===== src/rtl/kpyd_scanner_if.sv =====
// Key-event output bundle of the keypad scanner.
// The master drives the event and overrun flag; the slave drives ready.
interface kpyd_scanner_if;
  logic [7:0] kpyd_o;
  logic       valid_o;
  logic       ready_i;
  logic       overrun_o;

  modport master (
    output kpyd_o,
    output valid_o,
    output overrun_o,
    input  ready_i
  );

  modport slave (
    input  kpyd_o,
    input  valid_o,
    input  overrun_o,
    output ready_i
  );
endinterface


===== src/rtl/kpyd_scanner.sv =====
// 4x4 keypad scanner with press/release debounce and valid/ready output.
// Optional auto-repeat while held: define KPYD_SCANNER_REPEAT_EN.
module kpyd_scanner #(
  parameter int SCAN_CYCLES    = 1000,
  parameter int DEBOUNCE_SCANS = 4,
  parameter int REPEAT_SCANS   = 64
) (
  input  logic           clk_i,
  input  logic           reset_i,
  input  logic [3:0]     col_i,
  output logic [3:0]     row_o,
  kpyd_scanner_if.master kp
);

  localparam int CW = $clog2(SCAN_CYCLES);
  localparam int DW = $clog2(DEBOUNCE_SCANS + 1);

  typedef enum logic [1:0] {
    SCAN     = 2'd0,
    DEBOUNCE = 2'd1,
    HELD     = 2'd2
  } state_t;

  state_t        r_state;
  logic [CW-1:0] r_dwell;
  logic [DW-1:0] r_cnt;
  logic [3:0]    r_row;
  logic [7:0]    r_cand;
  logic [7:0]    r_kpyd;
  logic          r_valid;
  logic          r_ovr;

  logic          w_sample;
  logic          w_onehot;
  logic          w_match;
  logic          w_last;
  logic          w_emit;
  logic          w_acc;
  logic [3:0]    w_rot;

  assign w_sample = (r_dwell == CW'(SCAN_CYCLES - 1));
  assign w_onehot = ($countones(col_i) == 1);
  assign w_match  = (col_i == r_cand[7:4]);
  assign w_last   = (r_cnt == DW'(DEBOUNCE_SCANS - 1));
  assign w_acc    = r_valid && kp.ready_i;
  assign w_rot    = {r_row[2:0], r_row[3]};

`ifdef KPYD_SCANNER_REPEAT_EN
  localparam int RW = $clog2(REPEAT_SCANS + 1);

  logic [RW-1:0] r_rep;
  logic          w_rep_last;

  assign w_rep_last = (r_rep == RW'(REPEAT_SCANS - 1));
  assign w_emit = w_sample && w_match &&
                  (((r_state == DEBOUNCE) && w_last) ||
                   ((r_state == HELD) && w_rep_last));

  // Count matching held samples; wrap on each repeat event
  always_ff @(posedge clk_i) begin
    if (reset_i) begin
      r_rep <= '0;
    end else if (w_sample) begin
      if (r_state != HELD || !w_match) r_rep <= '0;
      else if (w_rep_last)             r_rep <= '0;
      else                             r_rep <= r_rep + 1'b1;
    end
  end
`else
  logic w_unused_rep;

  assign w_unused_rep = |32'(REPEAT_SCANS);
  assign w_emit = w_sample && w_match &&
                  (r_state == DEBOUNCE) && w_last;
`endif

  // Free-running dwell counter defines the sample point
  always_ff @(posedge clk_i) begin
    if (reset_i)       r_dwell <= '0;
    else if (w_sample) r_dwell <= '0;
    else               r_dwell <= r_dwell + 1'b1;
  end

  // Scan / debounce / held sequencing, acting only at sample points
  always_ff @(posedge clk_i) begin
    if (reset_i) begin
      r_state <= SCAN;
      r_row   <= 4'b0001;
      r_cand  <= '0;
      r_cnt   <= '0;
    end else if (w_sample) begin
      unique case (r_state)
        SCAN: begin
          if (w_onehot) begin
            r_cand  <= {col_i, r_row};
            r_cnt   <= '0;
            r_state <= DEBOUNCE;
          end else begin
            r_row <= w_rot;
          end
        end
        DEBOUNCE: begin
          if (!w_match) begin
            r_state <= SCAN;
            r_row   <= w_rot;
          end else if (w_last) begin
            r_cnt   <= '0;
            r_state <= HELD;
          end else begin
            r_cnt <= r_cnt + 1'b1;
          end
        end
        HELD: begin
          if (col_i != 4'b0000) begin
            r_cnt <= '0;
          end else if (w_last) begin
            r_cnt   <= '0;
            r_state <= SCAN;
            r_row   <= w_rot;
          end else begin
            r_cnt <= r_cnt + 1'b1;
          end
        end
        default: begin
          r_state <= SCAN;
        end
      endcase
    end
  end

  // Output slot: load on emit when free or being drained, else flag overrun
  always_ff @(posedge clk_i) begin
    if (reset_i) begin
      r_kpyd  <= '0;
      r_valid <= 1'b0;
      r_ovr   <= 1'b0;
    end else if (w_emit) begin
      if (!r_valid || w_acc) begin
        r_kpyd  <= r_cand;
        r_valid <= 1'b1;
      end else begin
        r_ovr <= 1'b1;
      end
    end else if (w_acc) begin
      r_valid <= 1'b0;
    end
  end

  assign row_o        = r_row;
  assign kp.kpyd_o    = r_kpyd;
  assign kp.valid_o   = r_valid;
  assign kp.overrun_o = r_ovr;

endmodule


===== src/flat_wrapper.sv =====
// flat-port wrapper written by rule: the top's interface ports become plain ports
module kpyd_scanner_flat 
#(
  parameter int SCAN_CYCLES    = 1000,
  parameter int DEBOUNCE_SCANS = 4,
  parameter int REPEAT_SCANS   = 64
)
  (clk_i, reset_i, col_i, row_o, kp_kpyd_o, kp_valid_o, kp_overrun_o, kp_ready_i);
  kpyd_scanner_if kp_i ();
  input  logic clk_i;
  input  logic reset_i;
  input  logic [3:0] col_i;
  output logic [3:0] row_o;
  output wire logic [$bits(kp_i.kpyd_o)-1:0] kp_kpyd_o;
  output wire logic [$bits(kp_i.valid_o)-1:0] kp_valid_o;
  output wire logic [$bits(kp_i.overrun_o)-1:0] kp_overrun_o;
  input wire logic [$bits(kp_i.ready_i)-1:0] kp_ready_i;
  assign kp_kpyd_o = kp_i.kpyd_o;
  assign kp_valid_o = kp_i.valid_o;
  assign kp_overrun_o = kp_i.overrun_o;
  assign kp_i.ready_i = kp_ready_i;
  kpyd_scanner #(.SCAN_CYCLES(SCAN_CYCLES), .DEBOUNCE_SCANS(DEBOUNCE_SCANS), .REPEAT_SCANS(REPEAT_SCANS)) u_core (.clk_i(clk_i), .reset_i(reset_i), .col_i(col_i), .row_o(row_o), .kp(kp_i));
endmodule

===== config.mk =====
export PLATFORM = sky130hd
export DESIGN_NAME = kpyd_scanner_flat
export DESIGN_NICKNAME = d
export VERILOG_FILES = /design/src/rtl/kpyd_scanner_if.sv /design/src/rtl/kpyd_scanner.sv /design/src/flat_wrapper.sv
export SDC_FILE = /design/constraint.sdc
export NUM_CORES = 1
export LEC_CHECK = 0
export ABC_AREA = 1
export CAP_MARGIN = 0
export CORE_MARGIN = 3
export CORE_UTILIZATION = 31
export CTS_CLUSTER_DIAMETER = 80
export DETAILED_ROUTE_END_ITERATION = 8
export HOLD_SLACK_MARGIN = 0.03
export PLACE_DENSITY = 0.57
export SYNTH_ARGS = -nofsm -noshare
export SYNTH_HDL_FRONTEND = slang
export SYNTH_SLANG_ARGS = --single-unit

===== constraint.sdc =====
create_clock -name clk_i -period 2.8 [get_ports clk_i]
set_clock_uncertainty 0.05 [all_clocks]
set_input_delay 0.56 -clock clk_i [delete_from_list [all_inputs] [get_ports clk_i]]
set_output_delay 0.56 -clock clk_i [all_outputs]
set_load 0.05 [all_outputs]

==> impl_metrics.toml <==
[placement]
portBuffers = 20
post_dp_cell_area_mm2 = 0.00230
globalplace.congestion = 0.776
numPlacedInstances = 363
dp_hpwl_um = 3140

[yosys]
synth_seq_cells = 37
synth_edf_count = 0
synth_top_area_share_pct = 38.1
synthTopCellsByArea = "dfxtp_1 38%, nand2_1 9.3%, nor2_1 8.5%, ha_1 7.1%, inv_1 6.4%"
yosysMostFrequentCell = "nand2_1"
yosys-top-cells-count = "48 x nand2_1, 44 x nor2_1, 37 x dfxtp_1"
ys_seq_area_share_pct = 38.1
synth_area_leader_cell = "dfxtp_1"
synthArstFlopShare_pct = 0
synth_warnings = 0
synthesis.nets = 278
syn-cell-area_mm2 = 0.00194
syn_inst = 259
syn_avg_cell_area_um2 = 7.51
ys_types = 33
synthFlopType = "dfxtp_1"

[min_path]
hold_path_class = "reg -> reg"
hold_depth = 1

[global_routing]
grt_pass1_wl_um = 7040
first_global_vias = 1605
track_usage_pct = 12.1
gr-total-overflow = 0
antenna_found_initial = 0
grt_max_degree = 17

[finish]
area.growth.synth_to_final_pct = 22.7
drive_above_1_share_pct = 13.9
seqCellArea_um2 = 741
stdcell_area_mm2 = 0.00239
antenna_cells_inserted = 0
fin_cells = 371
utilization_pct = 39.8
nFillCells = 620
layout.nets = 314
multi_input_area_mm2 = 0.00103

[cts]
post-cts-setup-buffers = 0
clk_latency_ns = 0.29
clockBufferDepth = 2
cts_tree = "yes"
root_buffer = "clkbuf_8"
post_cts_resized = 0
cts.reportedPaths.clkPinSlew_ns = 0.07
cts_buffers = 5
cts_htree_levels = 2
cts_sinks = 37
cts_hold_repair.buffers = 0

[routing]
vias = 1662
routed_via_density = 4.48
first_pass_iters = 4
drcViolationCount = 0
first_iter_violations = 64
drt_wl_total_um = 4080
drtAntennaViolNets = 0
drt-wirelength-per-cell_um = 11.0

[worst_setup_path]
cp_max_fo = 15
rr_worst_depth = 8
endpoint = "u_core.r_cand[7]"
rrSetupSlack_ns = 1.08
r2r-end = "u_core.r_cnt[2]"
r2r-start = "u_core.r_dwell[0]"
path_class = "in -> reg"
cp.required_ns = 2.95
critPathCaptureType = "flip-flop"
start_kind = "primary input"
crit_start = "col_i[3]"
cp.arrival_ns = 2.83

[sta]
slew_viol_final = 0
slew-limit-headroom_pct = 66.7
hold_ws_ns = 0.406
finalCritPeriodShare_pct = 95.8
setup_tns_ns = 0
setup_viol = 0
rsz0062_at_grt = "false"
finalCriticalPeriod_ns = 2.68
tightestPinTransition_ns = 0.498
hold_violations = 0
max_freq_mhz = 373

[power]
combPwrFrac_pct = 9.7
ir_drop_mv = 0.238
power_switching_mw = 0.248
p_sw_share_pct = 24.9
p_leak_nw = 0.992
cellInternalPower_mw = 0.748
clkPwrFrac_pct = 36.8
power_frac_seq_pct = 53.5
power.density_mw_per_mm2 = 418

[die]
core_area_mm2 = 0.00599
dieArea_mm2 = 0.00726
start_util_pct = 32.5
die_x_um = 85.2
die_y_um = 85.2
ios = 21
rows = 28

[status]
status = "finished clean"

[flow_run]
drv.max_cap_violation_count = 0
==> flip-flops by register name, indices dropped and copies added, names as in the netlist <==
name,count
u_core.kp.valid_o,1
u_core.r_cand,8
u_core.kp.overrun_o,1
u_core.row_o,4
u_core.r_dwell,10
u_core.r_cnt,3
u_core.r_state,2
u_core.kp.kpyd_o,8
==> worst min-delay path by stage <==
stage                                 start                end  slack, ns
after floorplan           u_core.r_dwell[0]  u_core.r_dwell[0]       0.37
final                     u_core.r_dwell[0]  u_core.r_dwell[0]       0.41
after global placement    u_core.r_dwell[0]  u_core.r_dwell[0]       0.38
after CTS                 u_core.r_dwell[0]  u_core.r_dwell[0]       0.41
after global routing      u_core.r_dwell[0]  u_core.r_dwell[0]       0.45
after detailed placement  u_core.r_dwell[0]  u_core.r_dwell[0]       0.39
==> metrics by stage <==
step           power (mW)  setup WS [ns]
2_1_floorplan       0.596          0.350
3_3_place_gp        0.642         -0.156
3_5_place_dp        0.643         -0.188
4_1_cts              1.02          0.123
5_1_grt              1.05        0.00471
6_report            0.997          0.117
==> power by group through the flow <==
stage	registers [mW]	logic [mW]	clock network, mW
after global routing	0.534	0.107	0.413
after floorplan	0.544	0.0515	0
after CTS	0.533	0.0983	0.388
after detailed placement	0.545	0.0977	0
final	0.533	0.0969	0.367
after global placement	0.545	0.0969	0
==> area by class of cell <==
class,count,share of cell area [%]
Multi-Input combinational cell,182,43.3
Sequential cell,37,31.0
Timing Repair Buffer,34,12.8
Inverter,35,5.51
Tap cell,75,3.93
Clock buffer,6,3.04
Clock inverter,2,0.420
==> layer usage <==
layer | vias to the layer above | part of all wire, % | track usage [%] | wire, um
li1 | 904 | - | - | -
met5 | - | 0 | 0 | 0
met2 | 23 | 49 | 21.3 | 1990
met3 | 5 | 3.4 | 2.91 | 138
met4 | 0 | 1.1 | 3.88 | 43
met1 | 730 | 47 | 14.5 | 1910
==> cells in the final DEF (no fill, tap or decap), types with 3 or more instances in the layout <==
master            n
clkdlybuf4s50_1  20
dfxtp_1          37
a211oi_1          5
nand2_1          48
ha_1             11
nor3_1            4
clkbuf_8          5
nor2_4            3
buf_4            14
inv_1            33
nand3_1          11
nor2_1           44
a21oi_1          14
nand2_2           3
nand4_1          13
o21ai_0           3
nor2_2            6
==> worst max-delay path: stages <==
cell and delay, ns:
clkdlybuf4s50_1 0.50, inv_1 0.07, ha_1 0.27, ha_1 0.19, fa_1 0.43, inv_1 0.08
nand4_1 0.09, buf_4 0.17, nor2_8 0.22, nor2_1 0.06, a211oi_1 0.18
==> cell families after synthesis <==
logic type               share of synthesized area (%)
AND/OR/NAND/NOR                                   33.7
buffers and inverters                             8.82
flip-flops                                        38.1
adder cells (fa/ha/maj)                           8.11
XOR/XNOR                                          1.80
AO/OA/AOI/OAI                                     9.46
Power figures use the tool's default switching activity.
